[src/rtl/glitch_free_mux.sv]
// Registered N-channel mux whose select must be stable before it switches.
// Optional: GLITCH_FREE_MUX_BLANK_ZERO_EN drives z to zero during BLANK.
module glitch_free_mux #(
  parameter int WIDTH         = 1,
  parameter int N_CH          = 2,
  parameter int SEL_W         = 1,
  parameter int STABLE_CYCLES = 4,
  parameter int BLANK_CYCLES  = 1
) (
  input  logic                  clk,
  input  logic                  reset,
  input  logic [N_CH*WIDTH-1:0] din,
  input  logic [SEL_W-1:0]      sel,
  output logic [WIDTH-1:0]      z,
  output logic [SEL_W-1:0]      cur_sel,
  output logic                  switching,
  output logic                  sel_err
);

  localparam int NSEL = 1 << SEL_W;
  localparam logic [SEL_W:0] NCH_L = (SEL_W+1)'(N_CH);
  localparam logic [7:0] STB = 8'(STABLE_CYCLES);
  localparam logic [7:0] BLK = 8'(BLANK_CYCLES);

  typedef enum logic [1:0] {
    LOCKED,
    QUALIFY,
    BLANK
  } state_t;

  state_t           r_state;
  logic [SEL_W-1:0] r_cand;
  logic [SEL_W-1:0] r_cur_sel;
  logic [7:0]       r_cnt;
  logic [7:0]       r_bcnt;
  logic [WIDTH-1:0] r_z;
  logic             r_switching;
  logic             r_sel_err;

  logic [WIDTH-1:0] w_ch [NSEL];
  logic             w_valid;
  logic [7:0]       w_cnt_inc;
  logic [7:0]       w_bcnt_inc;

  // Unused select codes map to zero so the index is always in range.
  for (genvar i = 0; i < NSEL; i++) begin : g_ch
    if (i < N_CH) begin : g_v
      assign w_ch[i] = din[i*WIDTH +: WIDTH];
    end else begin : g_z
      assign w_ch[i] = '0;
    end
  end

  assign w_valid    = ({1'b0, sel} < NCH_L);
  assign w_cnt_inc  = (r_cnt == 8'hFF) ? r_cnt : r_cnt + 8'd1;
  assign w_bcnt_inc = (r_bcnt == 8'hFF) ? r_bcnt : r_bcnt + 8'd1;

  always_ff @(posedge clk) begin
    if (reset) begin
      r_state     <= LOCKED;
      r_cand      <= '0;
      r_cur_sel   <= '0;
      r_cnt       <= '0;
      r_bcnt      <= '0;
      r_z         <= '0;
      r_switching <= 1'b0;
      r_sel_err   <= 1'b0;
    end else begin
      r_sel_err <= !w_valid;
      unique case (r_state)
        LOCKED: begin
          r_z <= w_ch[r_cur_sel];
          if (w_valid && sel != r_cur_sel) begin
            r_cand <= sel;
            r_cnt  <= 8'd1;
            if (STB <= 8'd1) begin
              if (BLK == 8'd0) begin
                r_cur_sel <= sel;
                r_cnt     <= '0;
              end else begin
                r_state     <= BLANK;
                r_bcnt      <= '0;
                r_switching <= 1'b1;
              end
            end else begin
              r_state     <= QUALIFY;
              r_switching <= 1'b1;
            end
          end
        end
        QUALIFY: begin
          r_z <= w_ch[r_cur_sel];
          if (!w_valid || sel == r_cur_sel) begin
            r_state     <= LOCKED;
            r_cnt       <= '0;
            r_switching <= 1'b0;
          end else if (sel == r_cand) begin
            r_cnt <= w_cnt_inc;
            if (w_cnt_inc >= STB) begin
              if (BLK == 8'd0) begin
                r_cur_sel   <= r_cand;
                r_cnt       <= '0;
                r_state     <= LOCKED;
                r_switching <= 1'b0;
              end else begin
                r_state <= BLANK;
                r_bcnt  <= '0;
              end
            end
          end else begin
            r_cand <= sel;
            r_cnt  <= 8'd1;
          end
        end
        BLANK: begin
`ifdef GLITCH_FREE_MUX_BLANK_ZERO_EN
          r_z <= '0;
`endif
          r_bcnt <= w_bcnt_inc;
          if (w_bcnt_inc >= BLK) begin
            r_cur_sel   <= r_cand;
            r_cnt       <= '0;
            r_bcnt      <= '0;
            r_state     <= LOCKED;
            r_switching <= 1'b0;
          end
        end
        default: begin
          r_state     <= LOCKED;
          r_switching <= 1'b0;
        end
      endcase
    end
  end

  assign z         = r_z;
  assign cur_sel   = r_cur_sel;
  assign switching = r_switching;
  assign sel_err   = r_sel_err;

endmodule

[config.mk]
export PLATFORM = sky130hd
export DESIGN_NAME = glitch_free_mux
export DESIGN_NICKNAME = d
export VERILOG_FILES = /design/src/rtl/glitch_free_mux.sv
export SDC_FILE = /design/constraint.sdc
export NUM_CORES = 1
export LEC_CHECK = 0
export BUFFER_PORTS_ARGS = -buffer_cell sky130_fd_sc_hd__buf_2
export CELL_PAD_IN_SITES_DETAIL_PLACEMENT = 1
export CELL_PAD_IN_SITES_GLOBAL_PLACEMENT = 1
export CORE_MARGIN = 2
export CORE_UTILIZATION = 40
export CTS_CLUSTER_DIAMETER = 30
export DETAILED_ROUTE_END_ITERATION = 8
export GPL_ROUTABILITY_DRIVEN = 0
export PLACE_DENSITY_LB_ADDON = 0.1
export SLEW_MARGIN = 20
export SYNTH_ARGS = -nofsm -noshare
export SYNTH_HDL_FRONTEND = slang
export SYNTH_SLANG_ARGS = --single-unit
[constraint.sdc]
create_clock -name clk -period 1.92 [get_ports clk]
set_clock_uncertainty 0.15 [all_clocks]
set_input_delay 0.576 -clock clk [delete_from_list [all_inputs] [get_ports clk]]
set_output_delay 0.576 -clock clk [all_outputs]
set_load 0.01 [all_outputs]
## Yosys cells after proc, flatten, opt, wreduce, memory -nomap -nowiden

Index checks and enable logic that the tools add are counted.

| storage, ports and cells | value |
|---|---|
| register bits | 22 |
| input port bits | 5 |
| output and inout port bits | 4 |
| word-level logic and storage cells | 69 |

| cells by class | value |
|---|---|
| add/subtract/negate cells | 2 |
| magnitude comparators | 3 |
| equality and inequality tests | 16 |
| mux-type cells | 29 |
| bitwise operators | 1 |
| reductions and logical operators | 11 |

Operators with widths:

| kind | number |
|---|---|
| $mux W8 | 10 |
| $pmux W8 S3 | 1 |
| $add A8 B1 Y8 const B | 2 |
| $eq A8 B8 Y1 const B | 2 |
| $pmux W8 S2 | 1 |
| $ne A2 B2 Y1 const B | 7 |
| $reduce_and A4 Y1 | 3 |
| $mux W2 | 5 |
| $mux W1 | 9 |
| $ge A8 B1 Y1 const B | 1 |
| $ge A8 B3 Y1 const B | 1 |
| $ne A3 B3 Y1 const B | 2 |
| $pmux W2 S3 | 1 |
| $reduce_and A3 Y1 | 2 |
| $reduce_bool A2 Y1 | 2 |
| $pmux W1 S3 | 1 |
| $reduce_bool A3 Y1 | 1 |
| $eq A1 B1 Y1 | 2 |
| $eq A2 B1 Y1 const B | 1 |
| $eq A2 B2 Y1 const B | 1 |
| $ge A2 B2 Y1 const B | 1 |
| $logic_not A2 Y1 | 1 |
| $not A1 Y2 | 1 |
| $pmux W1 S2 | 1 |
| other kinds (3) | 3 |

## Depth between registers and ports, before layout

Gate-level depths: netlist of run 1.

| depth | value |
|---|---|
| depth in word-level cells | 7 |
| depth in mapped cells | 8 |
| gate-level depth less buffers | 7 |

## Worst setup path after synthesis of run 1

Ideal clock, no wire load.

| timing path | value |
|---|---|
| path kind | input to register |
| start | in sel |
| end | reg r_cnt[0] |
| setup time | 119 ps |
| arrival | 1812 ps |
| data required time | 1651 ps |
| path slack | -161 ps |
| stages | 6 |
| path buffers | 2 |
| path through | buf_2 -> xor2_1 -> or2_2 -> and3b_1 -> clkbuf_1 -> o221a_2 |

| between the ends | value |
|---|---|
| longest elaborated chain between the ends | 4 |
| elaborated cells between the ends (all ways) | 8 |
| those cells by class | eq/ne: 4; mux: 3; reduce/logical: 1 |

Ends and longest elaborated chain:

| what | RTL line | RTL |
|---|---|---|
| start, declared | 13 | `input logic [SEL_W-1:0] sel,` |
| $eq A1 B1 Y1 | 97 | `end else if (sel == r_cand) begin` |
| $mux W8 | 97 |  |
| $mux W8 | 93 | `if (!w_valid \|\| sel == r_cur_sel) begin` |
| $pmux W8 S3 | 70 | `unique case (r_state)` |
| end signal, assigned | 98 | `r_cnt <= w_cnt_inc;` |
| end, declared | 34 | `logic [7:0] r_cnt;` |

Parallel ways exist; a longest one is shown, timed or not.
A chain may end at the register's enable or synchronous reset.

## Worst setup path in the final report of run 1

| timing path | value |
|---|---|
| start | reg r_cnt[0] |
| end | reg r_bcnt[1] |

| between the ends | value |
|---|---|
| longest elaborated chain between the ends | 5 |
| elaborated cells between the ends (all ways) | 6 |
| those cells by class | add/sub: 1; order compare: 1; eq/ne: 2; mux: 1; reduce/logical: 1 |

Ends and longest elaborated chain:

| what | RTL line | RTL |
|---|---|---|
| $add A8 B1 Y8 or $eq A8 B8 Y1 (tied branches) | 55 | `assign w_cnt_inc = (r_cnt == 8'hFF) ? r_cnt : r_cnt + 8'd1;` |
| $mux W8 * | 55 |  |
| $ge A8 B3 Y1 * | 99 | `if (w_cnt_inc >= STB) begin` |
| $ne A2 B2 Y1 (no line) * | n/a |  |
| $reduce_and A4 Y1 (no line) * | n/a |  |
| end signal, assigned | 119 | `r_bcnt <= w_bcnt_inc;` |
| end, declared | 35 | `logic [7:0] r_bcnt;` |

Mark *: on every way between the ends. The rest lies on a longest branch, timed or not.

==> results of run 1 <==
kinds of logic (layout without fill, tap and decap cells):
kind of cell    Yosys count  in the layout  share of synthesized area, %
compound gates           39             39                          23.1
xor+xnor                  3              3                          2.09
fa+ha+maj                 6              6                          5.96
buf+inv                  14             39                          6.16
flops                    22             22                          35.0
mux                       2              2                          1.59
other cells               1              1                         0.298
simple gates             58             59                          25.8
through the flow:
stage                     cells  hold slack [ns]  setup TNS, ns  utilization (%)  area [sq um]
final                       215            0.333          -1.31             54.5          1650
after global routing        215            0.360          -2.63             54.5          1650
after CTS                   215            0.332          -1.37             53.4          1620
after detailed placement    204            0.295          -1.87             47.6          1440
after global placement      204            0.295          -1.21             47.6          1440
after floorplan             145            0.280         -0.583                -          1290
cell type report:
type / instances / area (sq um) / share of cell area [%]
flip-flops and latches: 22 / 448 / 27.1
clock buffers: 3 / 22.5 / 1.36
repair buffers: 30 / 208 / 12.6
inverters: 5 / 18.8 / 1.14
multi-input cells: 110 / 870 / 52.7
clock inverters: 1 / 30.0 / 1.82
well taps: 44 / 55.1 / 3.33
critical path, stage by stage (launching register included):
cell and delay [ns]:
dfxtp_2 0.36, ha_4 0.15, or4_4 0.43, a211oi_2 0.22
o211ai_2 0.16, a221oi_4 0.36, and2_1 0.18
flip-flops by register name, indices dropped and copies added (netlist names):
name       flops
z              1
switching      1
r_cnt          8
r_state        2
r_bcnt         8
r_cand         1
cur_sel        1
worst max-delay path by stage:
stage                     startpoint   endpoint  cells after the start
after detailed placement    r_cnt[0]  r_bcnt[1]                      6
after global routing        r_cnt[1]  r_bcnt[6]                      6
after global placement      r_cnt[0]  r_bcnt[5]                      6
after floorplan             r_cnt[2]  r_bcnt[0]                      6
final                       r_cnt[0]  r_bcnt[1]                      6
after CTS                   r_cnt[0]  r_bcnt[1]                      6
routing by layer:
| layer | wire (um) | share of wire (%) | vias up |
|---|---|---|---|
| li1 | - | - | 583 |
| met1 | 1590 | 46 | 574 |
| met2 | 1760 | 51 | 15 |
| met3 | 80 | 2.3 | 3 |
| met4 | 32 | 0.92 | 0 |
| met5 | 0 | 0 | - |
placed cells by master (no fill, tap or decap), drive strengths merged, types with 2 or more instances in the layout:
master   instances
and3             2
a21oi           11
and3b            4
o211ai           2
and2             9
xnor2            2
nor2            10
o21ai            6
dfxtp           22
a31oi            2
o2111ai          2
a41oi            3
or2              2
nand4            4
ha               6
nor3             2
nand2            9
nand3            8
a211oi           5
mux2i            2
inv              5
a221oi           2
nor3b            3
clkbuf           3
buf             30
power breakdown:
part	leakage, nW	switching, mW	internal (mW)
Combinational	0.422	0.196	0.146
Sequential	0.181	0.0237	0.485
Clock	0.0279	0.157	0.211
repair_timing:
item / in CTS / in global routing
resized for setup: 14 / 9
setup buffers: 6 / 1
pin swaps: 12 / 8
endpoints found under the setup margin: 17 / 20
hold endpoints to repair: 0 / 0
cloned: 1 / 0
==> out/metrics.cfg, run 1 <==
[critical_path]
crit_arrival_ns=2.18
cp.required_ns=2.04
cp_max_fo=8
critPathLaunchType=flop
rrSetupSlack_ns=-0.14
r2r-end=r_bcnt[1]
rr_startpoint=r_cnt[0]
r2r_cells=6
endpoint_kind=flop
crit_type=flop to flop

[logic_synthesis]
netlist_instances=145
yosysUniqueCellTypes=46
syn_nets=156
yosysMostFrequentCell=dfxtp_1
netlist_top_cells_count=22 x dfxtp_1, 11 x a21oi_1, 10 x nor2_1
yosys.area.top_type=dfxtp_1
synth-seq-cells=22
ys_warn_count=0
yosysSeqAreaShare_pct=35.0
ys_top_cells_by_area=dfxtp_1 35%, ha_1 6.0%, and2_1 4.5%
ys.flop_type=dfxtp_1
yosysTopAreaCellShare_pct=35.0
synth-edff-count=0
synth_area_per_cell_sq_um=8.69
async_flop_share_pct=0
synth.cell_area_sq_mm=0.00126

[grt]
grtUsageMet2_pct=40.4
grt_max_degree=17
antenna_found_initial=0
grt_pass1_vias=1239
use_met3_pct=3.46
grt_busiest_layer=met2
grt_overflow=0
grtUsageMet1_pct=27.2
grt_pass1_wl_mm=6.01
grt_usage_pct=22.3

[timing]
rsz0062_at_grt=yes
period_minus_slack_ns=2.06
timing.final.ws_setup_ns=-0.144
timing.final.crit_share_pct=107
fmax_mhz=485
hold_viol_final=0
maxSlewViolCount=0
finalSetupViolations=10

[hold_path]
hp-class=flop to flop
hold_depth=1
hold_end=r_bcnt[7]
hold_start=r_bcnt[7]

[placement]
port-buffer-count=7
dpl.hpwl_mm=2.37
place_ws_ns=-0.164

[detailed_routing]
wl_per_cell_um=16.1
firstDrtPassIters=4
drcViolationCount=0
detail-route-antenna-nets=0
via_per_inst=5.47
drtIter0Drc=47
finalWirelength_mm=3.47
via_count=1175

[cells_and_area]
fin_nets=183
areaGrowthSynthToFinish_pct=31.1
nFillCells=355
drive_gt1_share_pct=39.8
diodes=0

[clocking]
clkTransAtPathRegs_ns=0.13
cts.sinks=22
clk_latency_ns=0.32
ctsHoldBuffers=0
cts_tree=yes
cts_buffer_depth=2
ctsRootBufferMaster=clkbuf_4
htreeDepth=1
cts_buffers=3

[outcome]
status=complete, but fails checks
violations=setup timing

[pwr]
finalPower_mw=1.22
p_per_area_mw_per_mm2=738
vdd_drop_max_mv=0.322
leakagePower_nw=0.631

[die]
dieArea_sq_mm=0.00362
core.rowCount=20
core_sq_mm=0.00303
die_y_um=60.1
io_pins=9
die_x_um=60.1
start_util_pct=41.6

[job]
maxCapViolCount=0

No activity file was read; power rests on OpenSTA's default activity.
==> inputs of run 2 (changes only) <==
Settings changed: CAP_MARGIN set to 10, REMOVE_ABC_BUFFERS set to 1.
==> out/metrics.cfg, run 2 (synthesis gave the netlist of run 1 again) <==
[grt]
grt_pass1_wl_mm=5.78
grt_pass1_vias=1231
grt_usage_pct=21.3
grt_overflow=0
grt_max_degree=17
antenna_found_initial=0

[outcome]
status=complete, but fails checks
violations=setup timing

[pwr]
seq_power_share_pct=40.7
p_per_area_mw_per_mm2=737
net-switching-power_uw=380
p_sw_share_pct=30.6
vdd_drop_max_mv=0.389
finalPower_mw=1.24
p_clk_share_pct=28.8
p_int_uw=861
power_frac_comb_pct=30.5
leakagePower_nw=0.647

[critical_path]
cp.required_ns=1.97
critPathMaxStageDelay_ns=0.42
crit_arrival_ns=2.13
crit_type=flop to flop
crit_buf_inv=1
critPathTopFamily=compound AO/OA/AOI/OAI gates
cp_max_fo=2
path_cells=ha_4, or4_4, a211oi_2, o211ai_2, buf_4, o2111ai_2, o311ai_2
critPathLaunchType=flop
cp_slowest_cell=or4_4
endpoint_kind=flop

[die]
io_pins=9
core_sq_mm=0.00303
start_util_pct=41.6
core.rowCount=20
die_x_um=60.1
die_y_um=60.1
dieArea_sq_mm=0.00362

[cells_and_area]
layout_commonest_cell=buf_4
area.sequential_sq_um=445
reg_top3=r_bcnt x8, r_cnt x8, r_state x2
nFillCells=366
final_cell_mix=22 x buf_4, 18 x dfxtp_1, 10 x nor2_1
diodes=0
layout.cells.non_filler=216
drive_gt1_share_pct=40.7
multiInputGateArea_sq_um=878
areaGrowthSynthToFinish_pct=33.7
fin_nets=184

[timing]
maxSlewViolCount=0
finalSetupViolations=10
rsz0062_at_grt=yes
timing.final.ws_setup_ns=-0.167
hold_viol_final=0
fmax_mhz=479
period_minus_slack_ns=2.09
timing.final.crit_share_pct=109
tns_ns=-1.14

[placement]
dp_cells=209
dpl.hpwl_mm=2.44
port-buffer-count=7

[clocking]
ctsHoldBuffers=0
cts_buffers=3
clk_latency_ns=0.31
cts.sinks=22
htreeDepth=1
clkTransAtPathRegs_ns=0.13
cts_tree=yes
ctsRootBufferMaster=clkbuf_4
cts_buffer_depth=2

[detailed_routing]
firstDrtPassIters=4
via_count=1174
drcViolationCount=0
wl_per_cell_um=16.6
drtIter0Drc=80
via_per_inst=5.44
detail-route-antenna-nets=0
finalWirelength_mm=3.58

[hold_path]
hp-class=flop to flop

[job]
maxCapViolCount=0

## run 2: cell type report
class / count / area share, %
inverter: 5 / 1.11
clock inverter: 1 / 1.78
clock buffer: 3 / 1.34
tap: 44 / 3.27
multi-input combinational: 109 / 52.2
sequential: 22 / 26.4
timing repair buffer: 32 / 13.9
## run 2: power groups by stage
stage | logic (mW) | clock network [mW] | registers, mW
finish | 0.379 | 0.357 | 0.505
global route | 0.421 | 0.391 | 0.508
global placement | 0.299 | 0 | 0.511
detailed placement | 0.310 | 0 | 0.511
CTS | 0.366 | 0.370 | 0.505
floorplan | 0.160 | 0 | 0.522
## run 2: layer usage
layer | global-route usage [%] | vias up | wire length (um)
li1 | - | 582 | -
met1 | 27.1 | 570 | 1570
met2 | 37.1 | 17 | 1900
met3 | 2.60 | 5 | 60
met4 | 6.67 | 0 | 44
met5 | 0 | - | 0
## run 2: repair_timing
action	4_1_cts	5_1_grt
setup endpoints to repair	18	19
resized for setup	29	5
buffers inserted	3	1
pin swaps	19	12
## run 2: final timing paths
kind,end,from,depth (start not counted),slack [ns]
max,r_state[0],r_cnt[0],7,-0.17
min,r_bcnt[7],r_bcnt[7],1,0.33
max reg2reg,r_state[0],r_cnt[0],7,-0.17
min reg2reg,r_bcnt[7],r_bcnt[7],1,0.33
## run 2: stage by stage
stage	setup WS [ns]	area, sq um	hold WS [ns]	util, %
after global routing	-0.224	1680	0.366	55.6
after global placement	-0.134	1460	0.294	48.1
final	-0.167	1680	0.334	55.6
after floorplan	-0.189	1200	0.280	-
after detailed placement	-0.202	1460	0.302	48.1
after CTS	-0.146	1670	0.339	55.1
==> inputs of run 3 (changes only) <==
--- a/config.mk
+++ b/config.mk
@@ -12,5 +12,4 @@
 export CORE_MARGIN = 2
 export CORE_UTILIZATION = 40
-export CTS_CLUSTER_DIAMETER = 30
 export DETAILED_ROUTE_END_ITERATION = 8
 export GPL_ROUTABILITY_DRIVEN = 0
==> constraint.sdc (replaced) <==
create_clock -name clk -period 1.92 [get_ports clk]
set_clock_uncertainty 0.15 [all_clocks]
set_input_delay 0.288 -clock clk [delete_from_list [all_inputs] [get_ports clk]]
set_output_delay 0.288 -clock clk [all_outputs]
set_load 0.01 [all_outputs]
==> out/metrics.cfg, run 3 (synthesis gave the netlist of run 1 again) <==
[die]
die_y_um=60.1
core.rowCount=20
io_pins=9
die_x_um=60.1
core_sq_mm=0.00303
start_util_pct=41.6
dieArea_sq_mm=0.00362

[critical_path]
critPathLaunchType=flop
cp_max_fo=8
endpoint_kind=flop
crit_type=flop to flop
crit_arrival_ns=2.21
rr_startpoint=r_cnt[0]
r2r_cells=6
rrSetupSlack_ns=-0.16
r2r-end=r_bcnt[1]
cp.required_ns=2.05

[detailed_routing]
via_per_inst=5.65
firstDrtPassIters=4
drcViolationCount=0
finalWirelength_mm=3.73
drtIter0Drc=37
via_count=1214
detail-route-antenna-nets=0
wl_per_cell_um=17.4

[grt]
grt_busiest_layer=met2
grt_usage_pct=21.5
grt_pass1_wl_mm=5.69
grt_pass1_vias=1186
use_met3_pct=1.95
grtUsageMet1_pct=27.3
antenna_found_initial=0
grt_max_degree=17
grt_overflow=0
grtUsageMet2_pct=36.2

[timing]
hold_viol_final=0
finalSetupViolations=9
fmax_mhz=480
timing.final.ws_setup_ns=-0.164
maxSlewViolCount=0
period_minus_slack_ns=2.08
rsz0062_at_grt=yes
timing.final.crit_share_pct=109

[cells_and_area]
reg_top3=r_bcnt x8, r_cnt x8, r_state x2
fin_nets=183
areaGrowthSynthToFinish_pct=31.7
layout_commonest_cell=buf_4
final_cell_mix=23 x buf_4, 17 x dfxtp_1, 11 x a21oi_1
drive_gt1_share_pct=40.4
diodes=0

[clocking]
htreeDepth=1
clkTransAtPathRegs_ns=0.13
cts_tree=yes
cts.sinks=22
cts_buffers=3
cts_buffer_depth=2
ctsRootBufferMaster=clkbuf_4
clk_latency_ns=0.32

[pwr]
seq_power_share_pct=40.8
p_sw_share_pct=30.9
leakagePower_nw=0.642
finalPower_mw=1.24
p_clk_share_pct=29.9
power_frac_comb_pct=29.3
p_int_uw=859
p_per_area_mw_per_mm2=749
net-switching-power_uw=384
vdd_drop_max_mv=0.391

[placement]
dpl.hpwl_mm=2.32
place_ws_ns=-0.224
port-buffer-count=7

[outcome]
violations=setup timing
status=complete, but fails checks

[hold_path]
hold_depth=5
hp-class=input pin to flop
hold_start=din[0]
hold_end=z

[job]
maxCapViolCount=0

[run 3: repair_timing]
action,CTS,global route
buffers inserted,1,3
gates cloned,1,0
endpoints found under the setup margin,18,17
pin swaps,11,9
gates resized for setup,15,16
hold buffers,0,0
[run 3: routing by layer]
metal | share of wire [%] | vias to the layer above
li1 | - | 584
met1 | 43 | 589
met2 | 51 | 33
met5 | 0 | -
met3 | 3.4 | 8
met4 | 2.7 | 0
[run 3: power groups by stage]
| stage | clock network [mW] | registers [mW] | logic, mW |
|---|---|---|---|
| after floorplan | 0 | 0.522 | 0.160 |
| after global placement | 0 | 0.511 | 0.290 |
| after detailed placement | 0 | 0.511 | 0.302 |
| after CTS | 0.374 | 0.504 | 0.328 |
| after global routing | 0.392 | 0.510 | 0.402 |
| final | 0.371 | 0.507 | 0.365 |
[run 3: worst max path at each step]
stage	startpoint	to	slack [ns]	cells after the start
CTS	r_cnt[0]	r_bcnt[3]	-0.19	6
global placement	r_cnt[0]	r_bcnt[0]	-0.19	6
global route	r_cnt[0]	r_bcnt[3]	-0.26	6
finish	r_cnt[0]	r_bcnt[1]	-0.16	6
floorplan	r_cnt[0]	r_bcnt[0]	-0.19	6
detailed placement	r_cnt[0]	r_bcnt[1]	-0.22	6
[run 3: metrics by stage]
| step | area, sq um | hold WS [ns] | std cells | setup TNS, ns | util, % |
|---|---|---|---|---|---|
| global route | 1660 | 0.225 | 215 | -2.27 | 54.8 |
| finish | 1660 | 0.173 | 215 | -1.37 | 54.8 |
| CTS | 1570 | 0.177 | 212 | -1.55 | 51.8 |
| global placement | 1430 | 0.301 | 206 | -1.78 | 47.4 |
| floorplan | 1200 | 0.207 | 136 | -1.68 | - |
| detailed placement | 1430 | 0.296 | 206 | -2.76 | 47.4 |
[run 3: area by class of cell]
class,count,area (sq um)
inverter,5,18.8
timing repair buffer,30,208
clock inverter,1,30.0
fill,360,1370
multi-input combinational,110,878
tap,44,55.1
sequential,22,447
clock buffer,3,22.5
[run 3: worst max-delay path, stage by stage, from the launching register on]
cell and delay [ns]:
dfxtp_2 0.36, ha_4 0.16, or4_4 0.43, a211oi_2 0.21, o211ai_2 0.16, a221oi_4 0.37
and2_1 0.19
